**config.mk**
```make
export PLATFORM = sky130hd
export DESIGN_NAME = perm_unload_flat
export DESIGN_NICKNAME = d
export VERILOG_FILES = /design/src/rtl/perm_pkg.sv /design/src/rtl/perm_unload_if.sv /design/src/rtl/perm_unload_buf.sv /design/src/rtl/perm_unload.sv /design/src/flat_wrapper.sv
export SDC_FILE = /design/constraint.sdc
export NUM_CORES = 2
export LEC_CHECK = 0
export ABC_CLOCK_PERIOD_IN_PS = 85900
export CAP_MARGIN = 25
export CELL_PAD_IN_SITES_DETAIL_PLACEMENT = 1
export CELL_PAD_IN_SITES_GLOBAL_PLACEMENT = 2
export CORE_AREA = 2 2 702 704
export CTS_CLUSTER_SIZE = 16
export DETAILED_ROUTE_END_ITERATION = 16
export DIE_AREA = 0 0 704 706
export PLACE_DENSITY_LB_ADDON = 0.3
export SLEW_MARGIN = 20
export SYNTH_ARGS = -nofsm -noshare
export SYNTH_HDL_FRONTEND = slang
export SYNTH_SLANG_ARGS = --single-unit
export TNS_END_PERCENT = 50
```
**constraint.sdc**
```tcl
create_clock -name clk -period 85.9 [get_ports clk]
set_clock_uncertainty 0.05 [all_clocks]
set_input_delay 12.885 -clock clk [delete_from_list [all_inputs] [get_ports clk]]
set_output_delay 12.885 -clock clk [all_outputs]
set_load 0.1 [all_outputs]
```
**src/rtl/perm_pkg.sv**
```systemverilog
// Shared constants, emit-FSM state type and chunk selector for the SHA3 permutation unload stage.
// Pure declarations; no timing or flow-control behaviour lives here.
package perm_pkg;
    localparam int STATE_W    = 1600;
    localparam int CHUNK_W    = 200;
    localparam int NUM_CHUNKS = 8;
    localparam int IX_W       = 3;
    localparam int LANE_W     = 64;

    typedef enum logic {
        ST_IDLE   = 1'b0,
        ST_STREAM = 1'b1
    } emit_state_t;

    function automatic logic [CHUNK_W-1:0] chunk(input logic [STATE_W-1:0] st,
                                                 input logic [IX_W-1:0]    ix);
        return st[int'(ix)*CHUNK_W +: CHUNK_W];
    endfunction
endpackage

```
**src/rtl/perm_unload_if.sv**
```systemverilog
// State hand-off (valid/ready) and 200-bit chunk output bus of the permutation unload stage.
// master = round logic / consumer side, slave = perm_unload.
interface perm_unload_if;
    import perm_pkg::*;

    logic [STATE_W-1:0] state_in;
    logic               state_valid;
    logic               state_ready;
    logic [IX_W-1:0]    doutix;
    logic [CHUNK_W-1:0] dout;
    logic               pushout;
    logic               busy;

    modport master (
        output state_in, state_valid,
        input  state_ready, doutix, dout, pushout, busy
    );

    modport slave (
        input  state_in, state_valid,
        output state_ready, doutix, dout, pushout, busy
    );
endinterface

```
**src/rtl/perm_unload_buf.sv**
```systemverilog
// Two-slot FIFO of full 1600-bit states; head data is visible combinationally.
// Zero-latency push/pop; caller must not push when full or pop when empty.
module perm_unload_buf
    import perm_pkg::*;
(
    input  logic               clk,
    input  logic               reset,
    input  logic               i_push,
    input  logic [STATE_W-1:0] i_push_dat,
    input  logic               i_pop,
    output logic [STATE_W-1:0] o_head_dat,
    output logic               o_not_empty,
    output logic               o_not_full
);
    logic [STATE_W-1:0] r_slot [2];
    logic               r_head;
    logic               r_tail;
    logic [1:0]         r_count;

    // Slot storage is not cleared on reset; a zero count already invalidates it.
    always_ff @(posedge clk) begin
        if (reset) begin
            r_head  <= 1'b0;
            r_tail  <= 1'b0;
            r_count <= 2'd0;
        end else begin
            if (i_push) begin
                r_slot[r_tail] <= i_push_dat;
                r_tail         <= ~r_tail;
            end
            if (i_pop) begin
                r_head <= ~r_head;
            end
            r_count <= r_count + {1'b0, i_push} - {1'b0, i_pop};
        end
    end

    assign o_head_dat  = r_slot[r_head];
    assign o_not_empty = (r_count != 2'd0);
    assign o_not_full  = (r_count != 2'd2);
endmodule

```
**src/rtl/perm_unload.sv**
```systemverilog
// Streams each buffered 1600-bit state as 200-bit beats (8, or 2 with PERM_UNLOAD_DIGEST_ONLY_EN); first beat 1 cycle after accept.
// Upstream stalls via state_ready when both slots are full; downstream cannot stall.
module perm_unload
    import perm_pkg::*;
(
    input  logic          clk,
    input  logic          reset,
    perm_unload_if.slave  bus
);
`ifdef PERM_UNLOAD_DIGEST_ONLY_EN
    localparam logic [IX_W-1:0] LAST_BEAT = IX_W'(1);
`else
    localparam logic [IX_W-1:0] LAST_BEAT = IX_W'(NUM_CHUNKS - 1);
`endif

    emit_state_t        r_state;
    emit_state_t        w_state_nxt;
    logic [IX_W-1:0]    r_beat;
    logic [IX_W-1:0]    w_beat_nxt;
    logic               r_pushout;
    logic [IX_W-1:0]    r_doutix;
    logic [CHUNK_W-1:0] r_dout;
    logic               w_emit;
    logic               w_last;
    logic               w_pop;
    logic               w_push;
    logic               w_not_empty;
    logic               w_not_full;
    logic [STATE_W-1:0] w_head_dat;

    assign bus.state_ready = !reset && w_not_full;
    assign w_push          = bus.state_valid && bus.state_ready;

    perm_unload_buf u_buf (
        .clk         (clk),
        .reset       (reset),
        .i_push      (w_push),
        .i_push_dat  (bus.state_in),
        .i_pop       (w_pop),
        .o_head_dat  (w_head_dat),
        .o_not_empty (w_not_empty),
        .o_not_full  (w_not_full)
    );

    always_ff @(posedge clk) begin
        if (reset) begin
            r_state <= ST_IDLE;
            r_beat  <= '0;
        end else begin
            r_state <= w_state_nxt;
            r_beat  <= w_beat_nxt;
        end
    end

    always_comb begin
        w_state_nxt = r_state;
        w_beat_nxt  = r_beat;
        w_emit      = 1'b0;
        w_last      = 1'b0;
        w_pop       = 1'b0;
        case (r_state)
            ST_IDLE: begin
                if (w_not_empty) begin
                    w_emit      = 1'b1;
                    w_state_nxt = ST_STREAM;
                end
            end
            ST_STREAM: begin
                if (w_not_empty) w_emit = 1'b1;
                else             w_state_nxt = ST_IDLE;
            end
            default: w_state_nxt = ST_IDLE;
        endcase
        if (w_emit) begin
            w_last     = (r_beat == LAST_BEAT);
            w_pop      = w_last;
            w_beat_nxt = w_last ? '0 : r_beat + IX_W'(1);
            // Freeing the only slot with nothing arriving empties the buffer.
            if (w_last && !w_push && w_not_full) w_state_nxt = ST_IDLE;
        end
    end

    always_ff @(posedge clk) begin
        if (reset) begin
            r_pushout <= 1'b0;
            r_doutix  <= '0;
            r_dout    <= '0;
        end else begin
            r_pushout <= w_emit;
            if (w_emit) begin
                r_doutix <= r_beat;
                r_dout   <= chunk(w_head_dat, r_beat);
            end
        end
    end

    assign bus.pushout = r_pushout;
    assign bus.doutix  = r_doutix;
    assign bus.dout    = r_dout;
    assign bus.busy    = w_not_empty || r_pushout;
endmodule

```
**src/flat_wrapper.sv**
```systemverilog
// flat-port wrapper written by rule: the top's interface ports become plain ports
module perm_unload_flat import perm_pkg::*;
  (clk, reset, bus_state_in, bus_state_valid, bus_state_ready, bus_doutix, bus_dout, bus_pushout, bus_busy);
  perm_unload_if bus_i ();
  input  logic clk;
  input  logic reset;
  input wire logic [$bits(bus_i.state_in)-1:0] bus_state_in;
  input wire logic [$bits(bus_i.state_valid)-1:0] bus_state_valid;
  output wire logic [$bits(bus_i.state_ready)-1:0] bus_state_ready;
  output wire logic [$bits(bus_i.doutix)-1:0] bus_doutix;
  output wire logic [$bits(bus_i.dout)-1:0] bus_dout;
  output wire logic [$bits(bus_i.pushout)-1:0] bus_pushout;
  output wire logic [$bits(bus_i.busy)-1:0] bus_busy;
  assign bus_i.state_in = bus_state_in;
  assign bus_i.state_valid = bus_state_valid;
  assign bus_state_ready = bus_i.state_ready;
  assign bus_doutix = bus_i.doutix;
  assign bus_dout = bus_i.dout;
  assign bus_pushout = bus_i.pushout;
  assign bus_busy = bus_i.busy;
  perm_unload u_core (.clk(clk), .reset(reset), .bus(bus_i));
endmodule
```
==> summary.txt <==
Setup path
  – Crit Path Category: in2out
  – Critical Path AT: 14.91 ns
  – Startpoint Class: primary input
  – WP data required: 72.96 ns
  – Critical path capture point type: output port
  – Critical-path maximum fanout: 15

CTS
  – Skew-Pair Late Insertion Delay: 0.98 ns
  – Clk buf depth: 4
  – PostCTS Resize Cnt: 0
  – CTS clk-pin slew, worst paths: 0.06 ns
  – Clock Sinks: 3,412
  – Post-CTS Setup Bufs: 0
  – CTS Buf Count: 384
  – CTS tree: done
  – Hold-fix buffers, CTS: 0
  – Clock tree root driver cell: clkbuf_16
  – CTS H-tree lvls: 5

STA
  – Slew margin rel.: 20.0%
  – Measured slew at the worst slew-check pin: 1.20 ns
  – Final setup fails: 0
  – Hold_ws: 0.419 ns
  – Unrepaired setup endpoints after global routing: false
  – Fin. Hold Viols: 0
  – Slew Viols, Final: 0
  – Sum Neg Setup Slack: 0 ns
  – Period utilisation layout: 32.4%
  – Top achievable clock speed: 35.9 MHz
  – Min Tclk post-route: 27.84 ns

Yosys
  – Post-synth EDFFs: 3,200
  – Net Count, Synth: 7,598
  – Mapped Avg Cell Area: 21.2 um2
  – Dominant cells by area after synthesis: edfxtp_1 (76%), mux4_2 (9.2%), mux2i_1 (4.9%)
  – Sequential area share after synthesis: 79.2%
  – Largest area contributor in the netlist: edfxtp_1
  – YS warnings: 0
  – Top FF cell, synth: edfxtp_1
  – FFs w/ async S/R, synth: 0%
  – Mapped Area: 127,000 um2
  – Synth cell types: 31
  – Syn Inst Count: 5,992
  – Post-synth top area share: 75.8%
  – Leading cell type by number of instances after synthesis: edfxtp_1
  – Top cells by count, synth: edfxtp_1 (3,200), mux2i_1 (615), mux4_2 (519)
  – Yosys reg bits: 3,412

GRT
  – Initial antenna violation count: 537
  – Gr usage total: 19.5%
  – Global-route wire length before repair: 665 mm
  – Largest net degree at the start of global routing: 161
  – Grt total ovfl: 0
  – Vias in the first global route: 74,300

Placed design
  – Post-detail-place hpwl: 367 mm
  – DP Cell Count: 14,100
  – Final GP Congestion: 0.867
  – IO buf count: 1,808

Power
  – Net switching fraction of the power: 24.6%
  – P_int: 2.99 mW
  – Maximum vdd drop: 0.0158 mV
  – Gate power share: 10.2%
  – Leakage: 50.6 nW
  – P_sw: 979 uW
  – PnR Total Power: 3.97 mW
  – Pwr Density: 23.8 nW/um2
  – Register share of total power: 48.4%
  – Clock power share: 41.4%

Detailed routing
  – WL per Instance: 33.6 um
  – Final WL: 504 mm
  – Remaining antenna violation count: 0
  – Starting DRT DRC Count: 6,750
  – Vias/cell: 4.74
  – Via count: 71,200
  – Final routed DRC violation total: 0
  – Drt pass-1 iters: 6

Floorplan
  – Starting density of the core: 25.9%
  – Rows: 257
  – Total core area: 489,000 um2
  – DIE HEIGHT: 706 um
  – DIE AREA: 497,000 um2
  – Number of I/O pins: 1,809
  – Die W: 704 um

Run
  – MaxCap Viol Count: 0

Outcome
  – Status: finished, final reports clean

Cells and area
  – Area Overhead vs Synth: 31.5%
  – Final design utilization: 34.1%
  – Finished Layout Cells: 15,000
  – Share of layout cells above drive strength 1: 15.8%
  – Nets@finish: 9,622

Hold path
  – Worst hold path class: reg2reg
-- worst max-delay path, cell delays in order --
cell and delay, ns:
clkdlybuf4s50_1 0.42, buf_4 0.22, a21oi_1 0.18, clkdlybuf4s50_1 1.19
-- registers in the layout, indices dropped and copies added (netlist names), named ones only --
name and cells:
u_core.u_buf.r_slot 3200, u_core.bus.dout 200, u_core.bus.doutix 3, u_core.r_beat 3, u_core.u_buf.r_count 2, u_core.bus.pushout 1, u_core.u_buf.r_head 1, u_core.u_buf.r_tail 1
-- placed cells by master, fill, tap and decap left out, types with 12 or more instances in the layout --
cell,instances
a32oi_1,139
clkbuf_1,113
nand3_1,18
mux2i_1,614
dfxtp_1,209
clkbuf_16,392
edfxtp_1,3200
nor2_1,146
clkinv_2,62
clkinv_1,49
o21ai_0,277
buf_4,157
clkinv_16,12
a22oi_1,341
diode_2,200
buf_16,46
bufinv_16,25
nand2_1,72
mux4_2,519
o211ai_1,53
clkdlybuf4s50_1,1769
clkbuf_8,34
-- power by group through the flow --
stage | Clock, mW | Sequential (mW) | Combinational (mW)
after floorplan | 0 | 2.14 | 0.106
after global placement | 0 | 1.95 | 0.390
after detailed placement | 0 | 1.96 | 0.411
after CTS | 1.68 | 1.92 | 0.413
after global routing | 1.74 | 1.93 | 0.424
final | 1.65 | 1.92 | 0.406
-- kinds of logic (layout without fill, tap and decap cells) --
family	count (synthesis)	count (layout)	share of synthesized area, %
AOI/OAI and AO/OA	820	820	4.43
xor gates and xnor gates	4	4	0.0276
adders and majority gates	3	3	0.0296
buffers and inverters	357	2707	1.39
DFF	3412	3412	79.2
muxes	1142	1142	14.2
other	0	200	0
and+or+nand+nor	254	254	0.800
-- per-layer routing --
layer  vias to the layer above  GRT usage, %  part of all wire, %
li1                      29400             -                    -
met1                     37300          23.5                   39
met2                      3124          32.3                   49
met3                      1177          6.01                  8.0
met4                       150          8.44                  4.1
met5                         -             0                 0.19
-- cell type report --
| cell class | instances | area [um2] |
|---|---|---|
| Clock buffer | 539 | 10700 |
| Multi-Input combinational cell | 2223 | 24700 |
| Antenna cell | 200 | 500 |
| Timing Repair Buffer | 1990 | 20400 |
| Clock inverter | 173 | 1840 |
| Sequential cell | 3412 | 100000 |
| Tap cell | 6475 | 8100 |
| Inverter | 5 | 26.3 |
| Fill cell | 48900 | 322000 |
-- final timing paths --
kind                                           start                                     to  slack [ns]  cells after the start
hold reg to reg     u_core.bus.dout[18]$_SDFFE_PP0P_       u_core.bus.dout[18]$_SDFFE_PP0P_        0.42                      2
hold / removal      u_core.bus.dout[18]$_SDFFE_PP0P_       u_core.bus.dout[18]$_SDFFE_PP0P_        0.42                      2
setup reg to reg  u_core.u_buf.r_count[0]$_SDFF_PP0_  u_core.u_buf.r_slot[0][653]$_DFFE_PP_       77.35                     10
setup / recovery                               reset                        bus_state_ready       58.06                      4
-- metrics by stage --
| stage | setup WS, ns | area (um2) |
|---|---|---|
| after CTS | 58.04 | 166000 |
| after global routing | 57.98 | 166000 |
| final | 58.06 | 167000 |
| after global placement | 58.05 | 152000 |
| after detailed placement | 58.06 | 154000 |
| after floorplan | 30.01 | 127000 |
Note: power is estimated with default switching activity, not from simulation.
